$ cat config.mk
export PLATFORM = sky130hd
export DESIGN_NAME = pc_alu_stage
export DESIGN_NICKNAME = d
export VERILOG_FILES = /design/src/rtl/pc_alu_stage.sv
export SDC_FILE = /design/constraint.sdc
export NUM_CORES = 1
export LEC_CHECK = 0
export ABC_AREA = 1
export CORE_MARGIN = 3
export CORE_UTILIZATION = 35
export DETAILED_ROUTE_END_ITERATION = 8
export GPL_ROUTABILITY_DRIVEN = 0
export GPL_TIMING_DRIVEN = 0
export HOLD_SLACK_MARGIN = 0.05
export MAX_ROUTING_LAYER = met4
export PLACE_DENSITY = 0.56
export SYNTH_ARGS = -nofsm -noshare
export SYNTH_HDL_FRONTEND = slang
export SYNTH_SLANG_ARGS = --single-unit
export TNS_END_PERCENT = 100
$ cat constraint.sdc
create_clock -name CLK -period 9.4 [get_ports CLK]
set_clock_uncertainty 0.2 [all_clocks]
set_input_delay 0.94 -clock CLK [delete_from_list [all_inputs] [get_ports CLK]]
set_output_delay 0.94 -clock CLK [all_outputs]
set_load 0.02 [all_outputs]
$ cat src/rtl/pc_alu_stage.sv
// Stage-1 datapath: PC register, ALU operand muxes, ALU, registered result/flag and a return-address stack.
// Optional macro PC_ALU_STAGE_MULT_EN enables ALUOp 8 (unsigned multiply, low WIDTH bits).
module pc_alu_stage #(
  parameter int unsigned    WIDTH     = 16,
  parameter int unsigned    RAS_DEPTH = 4,
  parameter logic [WIDTH-1:0] RESET_PC = '0
) (
  input  logic             CLK,
  input  logic             reset,
  input  logic             en,
  input  logic             WEpc,
  input  logic [1:0]       writepc,
  input  logic [1:0]       ALUsrca,
  input  logic [1:0]       ALUsrcb,
  input  logic [3:0]       ALUOp,
  input  logic             push,
  input  logic [WIDTH-1:0] WritePC1,
  input  logic [WIDTH-1:0] ALUsrcA0,
  input  logic [WIDTH-1:0] ALUsrcA2,
  input  logic [WIDTH-1:0] ALUsrcB0,
  output logic [WIDTH-1:0] PCval,
  output logic [WIDTH-1:0] ALUval,
  output logic [WIDTH-1:0] ALUOut,
  output logic             isTrue,
  output logic             ras_ovf,
  output logic             ras_unf
);

  localparam int unsigned PTR_W = (RAS_DEPTH > 1) ? $clog2(RAS_DEPTH) : 1;
  localparam int unsigned CNT_W = $clog2(RAS_DEPTH + 1);

  logic [WIDTH-1:0] w_a, w_b, w_alu, w_top;
  logic             w_is_true;
  logic             w_do_push, w_do_pop, w_empty, w_full;
  logic [PTR_W-1:0] w_sp_n, w_waddr;
  logic [CNT_W-1:0] w_cnt_n;
  logic             w_we, w_ovf_n, w_unf_n;

  logic [WIDTH-1:0] r_ras [RAS_DEPTH];
  logic [PTR_W-1:0] r_sp;
  logic [CNT_W-1:0] r_cnt;

  // Operand muxes and ALU
  always_comb begin
    w_a = ALUOut;
    case (ALUsrca)
      2'd0:    w_a = ALUsrcA0;
      2'd1:    w_a = PCval;
      2'd2:    w_a = ALUsrcA2;
      default: w_a = ALUOut;
    endcase
    w_b = ALUOut;
    case (ALUsrcb)
      2'd0:    w_b = ALUsrcB0;
      2'd1:    w_b = WIDTH'(1);
      2'd2:    w_b = WIDTH'(2);
      default: w_b = ALUOut;
    endcase
    w_alu = '0;
    case (ALUOp)
      4'd0: w_alu = w_a + w_b;
      4'd1: w_alu = w_a - w_b;
      4'd2: w_alu = w_a & w_b;
      4'd3: w_alu = w_a | w_b;
      4'd4: w_alu = w_a ^ w_b;
      4'd5: w_alu = WIDTH'($signed(w_a) < $signed(w_b));
      4'd6: w_alu = WIDTH'(w_a < w_b);
      4'd7: w_alu = w_a << w_b[3:0];
`ifdef PC_ALU_STAGE_MULT_EN
      4'd8: w_alu = w_a * w_b;
`else
      4'd8: w_alu = '0;
`endif
      default: w_alu = '0;
    endcase
    w_is_true = (ALUOp == 4'd5 || ALUOp == 4'd6) ? w_alu[0] : (w_alu == '0);
  end

  assign ALUval = w_alu;
  assign w_top  = r_ras[r_sp];

  // RAS next-state: circular buffer with r_sp pointing at the top entry
  always_comb begin
    w_do_push = en & push;
    w_do_pop  = en & WEpc & (writepc == 2'd2);
    w_empty   = (r_cnt == '0);
    w_full    = (r_cnt == CNT_W'(RAS_DEPTH));
    w_sp_n    = r_sp;
    w_cnt_n   = r_cnt;
    w_we      = 1'b0;
    w_waddr   = r_sp;
    w_ovf_n   = ras_ovf;
    w_unf_n   = ras_unf;
    if (w_do_push && w_do_pop && !w_empty) begin
      w_we = 1'b1;
    end else if (w_do_push) begin
      // Empty push+pop degenerates to an underflowing pop followed by a push
      if (w_do_pop) w_unf_n = 1'b1;
      w_we    = 1'b1;
      w_sp_n  = r_sp + PTR_W'(1);
      w_waddr = w_sp_n;
      if (w_full) w_ovf_n = 1'b1;
      else        w_cnt_n = r_cnt + CNT_W'(1);
    end else if (w_do_pop) begin
      if (w_empty) begin
        w_unf_n = 1'b1;
      end else begin
        w_sp_n  = r_sp - PTR_W'(1);
        w_cnt_n = r_cnt - CNT_W'(1);
      end
    end
  end

  // Architectural state
  always_ff @(posedge CLK) begin
    if (reset) begin
      PCval   <= RESET_PC;
      ALUOut  <= '0;
      isTrue  <= 1'b0;
      r_sp    <= '0;
      r_cnt   <= '0;
      ras_ovf <= 1'b0;
      ras_unf <= 1'b0;
    end else if (en) begin
      ALUOut  <= w_alu;
      isTrue  <= w_is_true;
      r_sp    <= w_sp_n;
      r_cnt   <= w_cnt_n;
      ras_ovf <= w_ovf_n;
      ras_unf <= w_unf_n;
      if (WEpc) begin
        case (writepc)
          2'd0:    PCval <= w_alu;
          2'd1:    PCval <= WritePC1;
          2'd2:    PCval <= w_empty ? RESET_PC : w_top;
          default: PCval <= PCval;
        endcase
      end
    end
  end

  // Stack storage needs no reset; r_cnt gates validity
  always_ff @(posedge CLK) begin
    if (!reset && w_we) r_ras[w_waddr] <= w_alu;
  end

endmodule

# Word level (Yosys, flattened, before mapping)
# Memory sizes are Yosys's and may differ from the RTL's. A register that Yosys moved wholly into a read port is not among the register bits.
# Cells that the tools add are included.
[op_classes]
n_mux = 25
shifts = 1
bitwise_logic = 7
addsub = 6
n_lt_le_gt_ge = 2
eq_ne = 16
reduce_logical = 20
[ops]
columns = ["cell", "n"]
rows = [
  ["16-bit one-hot mux with 3 select lines", 3],
  ["16-bit one-hot mux with 8 select lines", 1],
  ["16-bit less-than comparator", 2],
  ["16-bit adder", 1],
  ["16-bit bitwise AND", 1],
  ["4-bit by 3-bit equality test with 1-bit output (second input constant)", 4],
  ["16-bit logical NOT", 1],
  ["16-bit 2-to-1 mux", 1],
  ["16-bit bitwise OR", 1],
  ["16-bit by 4-bit << shifter with 16-bit output", 1],
  ["16-bit subtractor", 1],
  ["16-bit bitwise XOR", 1],
  ["2-bit 2-to-1 mux", 7],
  ["3-bit 2-to-1 mux", 4],
  ["4-bit AND reduction", 3],
  ["1-bit 2-to-1 mux", 9],
  ["4-bit by 2-bit equality test with 1-bit output (second input constant)", 2],
  ["2-bit by 1-bit equality test with 1-bit output (second input constant)", 3],
  ["2-bit equality test (second input constant)", 3],
  ["2-bit logical NOT", 3],
  ["5-bit AND reduction", 1],
  ["4-bit by 1-bit equality test with 1-bit output (second input constant)", 1],
  ["4-bit logical NOT", 1],
  ["2-bit != test (second input constant)", 2],
  ["14 further kinds", 20],
]
[totals]
reg_bits = 40
mem_bits_rw = 64
input_bits = 79
memories = 1
elab_cells = 85
[memory_table]
columns = ["name", "depth", "word_bits", "rd", "rd_ports_with_merged_regs", "wr", "line_no", "source"]
rows = [
  ["r_ras", 4, 16, 1, 1, 1, "39", "logic [WIDTH-1:0] r_ras [RAS_DEPTH];"],
]

# Depth between registers and ports, before layout
# Gate-level depths: netlist of run 1.
[logic_depth]
word_depth = 8
mapped_depth = 26
mapped_depth_nobuf = 24

# Worst setup path before layout of run 1
# OpenSTA, ideal clock, no wires.
[synth_path]
kind = "input-to-output"
startpoint = "in ALUsrca[1]"
endpoint = "out ALUval[14]"
path_buffers = 1
required_ps = 8260
slack_ps = 4984
stages = 19
arrival_time_ps = 3276
cell_sequence = "nor2_2 buf_2 nand2_1 nand3_1 nand2_1 ha_1 fa_1 inv_1 nand2_1 nand2_1 nand2_1 nand2_2 nand2_1 nand2_1 nand2_1 nand3_1 a21oi_1 o21ai_0 nand3_1"
[synth_via]
elab_chain_len = 4
word_cells_on_any_way = 11
classes_between = "add/sub (2); eq/ne (2); shift (1); mux (2); bitwise (3); reduce/logical (1)"
[synth_rtl]
columns = ["item", "line_no", "source"]
rows = [
  ["start, declared", "13", "input logic [1:0] ALUsrca,"],
  ["2-bit equality test, or another cell as far along", "46", "case (ALUsrca)"],
  ["16-bit one-hot mux with 3 select lines (*)", "46", ""],
  ["16-bit subtractor, or another cell as far along", "62", "4'd1: w_alu = w_a - w_b;"],
  ["16-bit one-hot mux with 8 select lines (*)", "60", "case (ALUOp)"],
  ["end, declared", "22", "output logic [WIDTH-1:0] ALUval,"],
]
# Every way passes the cells marked *; elsewhere a longest branch is shown, timed or not.

# Final worst setup path of run 1
[layout_path]
startpoint = "in ALUsrcb[0]"
endpoint = "out ALUval[14]"
[layout_via]
elab_chain_len = 4
word_cells_on_any_way = 11
classes_between = "add/sub (2); eq/ne (2); shift (1); mux (2); bitwise (3); reduce/logical (1)"
[layout_rtl]
columns = ["item", "line_no", "source"]
rows = [
  ["start, declared", "14", "input logic [1:0] ALUsrcb,"],
  ["2-bit equality test, or another cell as far along", "53", "case (ALUsrcb)"],
  ["16-bit one-hot mux with 3 select lines (*)", "53", ""],
  ["16-bit subtractor, or another cell as far along", "62", ""],
  ["16-bit one-hot mux with 8 select lines (*)", "60", ""],
]
# Marks and branches as above.

==> reports/qor.txt, run 1 <==
Status = finished clean
Area leader, netlist = edfxtp_1
Final setup violation count = 0
Critical setup path kind = in2out
CTS Buf Count = 9
Crit start category = input pin
Min Tclk post-route = 6485 ps
RSZ-0062 raised after global routing = no
ANT nets after route = 0
Initial core utilization = 0.3613
Clock share of power = 0.258
Crit share post-route = 0.6899
Setup bufs post-CTS = 0
Die ar. = 26430 um2
Total Power = 0.001410 W
Crit. End Element = output port
Post-synthesis simple-gate area fraction = 0.3013
CTS tree = done
Layout cells sized above 1 = 0.05682
Synth cell count leaders = nand2_1 (253), nand3_1 (176), inv_1 (173)
Post-DP Area = 10320 um2
Required time of the critical path = 8260 ps
Top FF cell, synth = edfxtp_1
Share of the synthesized area in the top cell type = 0.2240
Core Rows = 56
Part of the power in registers = 0.373
Unique cell type count in the Yosys netlist = 41
Share of the yosys chip area belonging to registers = 0.3220
Post-Synth XOR/XNOR Area = 0.002041
# resized after CTS = 0
EDFF count, synth = 64
Worst vdd ir = 0.1099 mV
First-pass GRT wire length = 49.16 mm
Max-slew headroom = 0.3939
Port Buffers = 128
Crit path max-delay family = buffers and inverters
Most used cell, CP = nand2_1
Cells along the critical path = clkdlybuf4s50_1 -> nor2_2 -> inv_1 -> clkbuf_1 -> o22ai_1 -> ha_1 -> buf_2 -> o21ai_0 -> a21oi_1 -> nand2_2 -> nand2_1 -> nand2_1 -> nand2_1 -> nand3_1 -> a21oi_1 -> o21ai_0 -> nand3_1 -> clkdlybuf4s50_1
Max Slew Vio Count = 0
Final Cell Area = 10610 um2
Die height = 162.6 um
Clock sinks = 106
Syn_area_per_cell = 6.805 um2
Netlist Area Pre-Place = 8581 um2
Initial antenna violation count = 0
DR iter-0 viols = 924
Gr usage total = 0.2485
P_leak = 4.740 nW
Setup TNS = 0 ps
Core area = 23750 um2
DP HPWL = 26.39 mm
Crit-path max FO = 10
Post-DR wirelength/cell = 19.13 um
Avg Vias per Cell = 5.320
Synth warn = 0
# fillers = 2492
Via Count = 9187
Worst EP arrival = 5350 ps
Mux contribution to synthesized area = 0
Post-synth net total = 1403
Final nets = 1545
Part of the power in combinational logic = 0.369
Largest net degree at the start of global routing = 21
Final cell count without fillers = 1727
Final number of hold-violating endpoints = 0
GRT overflow = 0
Top cells by area, synth = edfxtp_1 (22%), nand2_1 (11%), nand3_1 (10%)
Worst path bufs/invs = 5
Mapped Cells = 1261
Slowest CP cell = clkdlybuf4s50_1
# DRC = 0
Synth Area in Adders = 0.09449
HP Class = reg2reg
Fmax = 0.1542 GHz
Slowest stage delay, CP = 720 ps
Complex-gate fraction of the synthesized area = 0.1687
Most common cell in the synthesized netlist = nand2_1
Largest family of logic cells by synthesized area = simple AND/OR/NAND/NOR gates
Area Overhead vs Synth = 23.67%
Switching Share = 0.3790
Reg-to-reg setup timing slack = 5570 ps
Clock buffer depth = 2
Slew @ Worst Pin = 908.2 ps
CTS root buf = clkbuf_16
Core Util, Final = 0.4467
Hold buffer count at cts = 0
PD cells = 132.8 nW/um2
Net Sw Power = 0.0005343 W
Worst-path clk slew = 80 ps
Cell Int Power = 0.0008753 W
Seq cells post-synth = 106
I/O pin total = 130
Cell Count Post-Placement = 1711
CTS H-tree lvls = 3
Diode count = 0
Die X = 162.6 um
Skew-Pair Late Insertion Delay = 350 ps
Async SR Flop Fraction = 0
Vias in the first global route = 8508
Final wirelength = 33.03 mm
Max_cap viols = 0
First-pass DRT Iterations = 6
[worst reg2reg max path: stages (launching register included)]
cell,delay [ps]
dfxtp_1,340
inv_1,90
o21ai_2,260
buf_2,300
ha_1,360
inv_2,150
nand3_1,130
nand3_2,170
nand2_1,100
nand2_1,160
nand2_1,90
nand2_1,70
nand2_1,50
nand3_1,70
nand2_1,60
nor2_1,210
nand2_1,310
nor2_1,200
nand2_1,60
nor2_1,200
nand2_1,100
a21oi_2,110
[cell families after synthesis]
logic type | after synthesis
buffers and inverters | 238
xor gates and xnor gates | 2
DFF | 106
and+or+nand+nor | 595
adders and majority gates | 63
AOI/OAI and AO/OA | 257
[state kept, by name (all words and copies together) (netlist names), named ones only]
name	cells
isTrue	1
ras_ovf	1
r_sp	2
ras_unf	1
r_cnt	3
ALUOut	16
PCval	16
r_ras	64
[routing by layer]
metal / GRT usage / wire length (um) / vias to the layer above
met1: 0.3453 / 14930 / 4298
li1: - / - / 4495
met5: - / 0 / -
met2: 0.3963 / 15020 / 358
met4: 0.05306 / 484 / 0
met3: 0.02492 / 2589 / 36
[placed cells by master (no fill, tap or decap), types with 13 or more instances in the layout]
master,instances
nor2_1,120
o21ai_0,89
o22ai_1,24
clkbuf_1,29
a22oi_1,13
buf_2,18
clkdlybuf4s50_1,128
o32ai_1,16
inv_1,173
nand3_1,176
ha_1,60
edfxtp_1,64
a21oi_1,96
nand2_1,253
dfxtp_1,42
[power by group through the flow]
stage | Clock (W) | Combinational [W] | Sequential [W]
floorplan | 0 | 0.000305 | 0.000543
global placement | 0 | 0.000506 | 0.000536
detailed placement | 0 | 0.000511 | 0.000536
CTS | 0.000372 | 0.000513 | 0.000526
global route | 0.000387 | 0.000569 | 0.000527
finish | 0.000364 | 0.000520 | 0.000526
[cell type report]
type                    count  area (um2)  area share
inverters                 186       701.9     0.06615
multi-input cells         917        4871      0.4590
clock buffers              10       229.0     0.02158
well taps                 319       399.1     0.03761
flip-flops and latches    106        2763      0.2603
repair buffers            131        1335      0.1258
clock inverters             6       57.56    0.005424
plain buffers              52       255.2     0.02405
[per-stage QoR]
| step | setup WS [ps] | hold WS [ps] |
|---|---|---|
| floorplan | 4984 | 252.7 |
| global placement | 2939 | 245.6 |
| detailed placement | 2970 | 244.8 |
| CTS | 2964 | 257.1 |
| global route | 2637 | 285.6 |
| finish | 2915 | 259.7 |
[path summary, 6_finish.rpt]
check                               from              endpoint  depth (start not counted)
hold reg to reg     ras_unf$_SDFFE_PP0P_  ras_unf$_SDFFE_PP0P_                          2
hold / removal      ras_unf$_SDFFE_PP0P_  ras_unf$_SDFFE_PP0P_                          2
setup reg to reg  ALUOut[2]$_SDFFE_PP0P_   isTrue$_SDFFE_PP0P_                         21
setup / recovery              ALUsrcb[0]            ALUval[14]                         18
Power figures use the tool's default switching activity.
==> inputs of run 2 (changes only) <==
- PLACE_DENSITY: 0.56 -> 0.58
- clock period: 9.4 -> 5.4 ns (I/O delays scaled with it)
==> reports/qor.txt, run 2 (synthesis results as in run 1) <==
Layout cells sized above 1 = 0.06591 (+0.009093)
Worst-path clk slew = 80 ps (about the same)
Final setup violation count = 0 (unchanged)
ANT nets after route = 0 (unchanged)
DR iter-0 viols = 845 (-8.5%)
Clock buffer depth = 2 (unchanged)
P_leak = 4.901 nW (+3.4%)
DP HPWL = 26.34 mm (-0.17%)
Final Cell Area = 10700 um2 (+0.87%)
Die height = 162.6 um (unchanged)
R2r startpoint = ALUOut[0]$_SDFFE_PP0P_
I/O pin total = 130 (unchanged)
CTS H-tree lvls = 3 (unchanged)
Die X = 162.6 um (unchanged)
Hold EP = ras_unf$_SDFFE_PP0P_
HP Start = ras_unf$_SDFFE_PP0P_
Skew-Pair Late Insertion Delay = 350 ps (about the same)
Largest net degree at the start of global routing = 21 (unchanged)
Die ar. = 26430 um2 (unchanged)
Place WS = -247.7 ps (-3218 ps)
Final number of hold-violating endpoints = 0 (unchanged)
Crit start category = input pin
Vias in the first global route = 8584 (+0.89%)
CTS Buf Count = 9 (unchanged)
PD cells = 235.5 nW/um2 (+77%)
Critical setup path kind = in2out
Avg Vias per Cell = 5.319 (about the same)
Post-DR wirelength/cell = 19.00 um (-0.66%)
Reg2Reg Depth = 24 (+14%)
Crit. End Element = output port
Min Hold Slack = 256.2 ps (-3.581 ps)
Min Tclk post-route = 5146 ps
CTS tree = done
Critical R2R Capture = isTrue$_SDFFE_PP0P_
Via Count = 9202 (+0.16%)
Fmax = 0.1943 GHz
Worst path depth = 17 (-1)
Cells along the critical path = clkdlybuf4s50_1 -> clkbuf_4 -> buf_6 -> nand3_1 -> nand3_1 -> nand2_1 -> inv_1 -> ha_1 -> inv_1 -> fa_1 -> inv_1 -> nand2_1 -> nand3_1 -> o21ai_0 -> nor3_1 -> nand2_1 -> clkdlybuf4s50_1
Initial antenna violation count = 0 (unchanged)
First-pass GRT wire length = 48.86 mm (-0.60%)
Max reg flops = 64 (unchanged)
Max-slew headroom = 0.3911 (-0.002796)
Post-DP Area = 10310 um2 (-0.16%)
Highest Signal Layer = met4
Biggest register = r_ras
# fillers = 2483 (-0.36%)
Max_cap viols = 0 (unchanged)
Worst vdd ir = 0.1493 mV (+36%)
HP Class = reg2reg
Cell Count Post-Placement = 1711 (unchanged)
Reg-to-reg setup timing slack = 1700 ps (-3870 ps)
Port Buffers = 128 (unchanged)
First-pass DRT Iterations = 8 (+2)
Final nets = 1548 (+0.19%)
# DRC = 0 (unchanged)
Gr usage total = 0.2469 (-0.001600)
Slew @ Worst Pin = 912.4 ps (+4.190 ps)
Core Rows = 56 (unchanged)
Crit path max-delay family = buffers and inverters
Commonest non-fill, non-tap cells in the layout = nand2_1 (249), nand3_1 (175), inv_1 (172)
Slowest stage delay, CP = 680 ps (-40 ps)
Worst EP arrival = 4410 ps (-940 ps)
Commonest non-fill, non-tap cell in the layout = nand2_1
Max Slew Vio Count = 0 (unchanged)
Core area = 23750 um2 (unchanged)
Hold Path Stages = 2 (unchanged)
Clock sinks = 106 (unchanged)
Area Overhead vs Synth = 24.74%
Hold buffer count at cts = 0 (unchanged)
Final cell count without fillers = 1730 (+0.17%)
Setup ws final = 253.6 ps (-2661 ps)
Required time of the critical path = 4660 ps (-3600 ps)
Diode count = 0 (unchanged)
Wl on met1 = 14.29 mm (-4.3%)
Crit share post-route = 0.9530
Met3 routed WL = 2.419 mm (-6.6%)
GRT overflow = 0 (unchanged)
Regs by FF count = r_ras (64), ALUOut (16), PCval (16)
CTS root buf = clkbuf_16
Initial core utilization = 0.3613 (unchanged)
RSZ-0062 raised after global routing = no
Crit-path max FO = 10 (unchanged)
Slowest CP cell = clkdlybuf4s50_1
Final wirelength = 32.87 mm (-0.48%)
Worst path bufs/invs = 7 (+2)
WL met2 = 15.11 mm (+0.55%)
Status = finished clean
==> run 2: per-layer routing <==
| metal | track usage | vias to the layer above |
|---|---|---|
| met1 | 0.3225 | 4262 |
| met4 | 0.08228 | 0 |
| met2 | 0.3957 | 362 |
| met5 | - | - |
| li1 | - | 4516 |
| met3 | 0.03535 | 62 |
==> run 2: what timing repair did <==
item                                   in CTS  in global routing
gates resized for setup                     5                 15
endpoints found under the hold margin       0                  0
setup endpoints to repair                   8                 12
pin swaps                                   0                  2
buffers inserted                            0                  4
==> run 2: area by class of cell <==
cell class                      instances  area, um2  area share
Tap cell                              319      399.1     0.03729
Buffer                                 51      257.7     0.02408
Clock buffer                            9      225.2     0.02104
Clock inverter                          7      93.84    0.008767
Sequential cell                       106       2763      0.2581
Inverter                              186      701.9     0.06558
Timing Repair Buffer                  135       1369      0.1279
Multi-Input combinational cell        917       4895      0.4573
==> run 2: worst max path at each step <==
stage / start / to
5_1_grt: ALUsrca[0] / ALUval[10]
4_1_cts: ALUsrca[0] / ALUval[8]
2_1_floorplan: ALUsrca[1] / ALUval[14]
3_5_place_dp: ALUsrcb[1] / ALUval[14]
3_3_place_gp: ALUsrcb[1] / ALUval[14]
6_report: ALUsrca[0] / ALUval[2]
==> run 2: power by group <==
part	internal, W	switching [W]
Sequential	0.000894	0.0000197
Clock	0.000373	0.000328
Combinational	0.000308	0.000599
==> run 2: worst register-to-register path, cell delays in order (launching register included) <==
cell,delay (ps)
dfxtp_1,400
nor2_2,60
inv_1,90
nand2_4,110
inv_4,100
buf_6,170
ha_1,220
inv_1,80
fa_1,450
inv_1,120
nand3_1,80
nand3_1,150
nand2_1,90
nand2_1,90
nand2_1,60
nand2_1,70
a21oi_1,60
o21ai_0,120
nand3_2,280
buf_4,240
nor2_1,90
nand2_1,60
nor2_1,80
nand2_1,70
a21oi_2,100
==> run 2: stage by stage <==
stage | TNS (ps) | util | total power, W
finish | 0 | 0.4506 | 0.002521
global route | 0 | 0.4506 | 0.002654
CTS | 0 | 0.4479 | 0.002513
detailed placement | -841.5 | 0.4340 | 0.001815
global placement | -847.6 | 0.4320 | 0.001807
floorplan | 0 | - | 0.001475
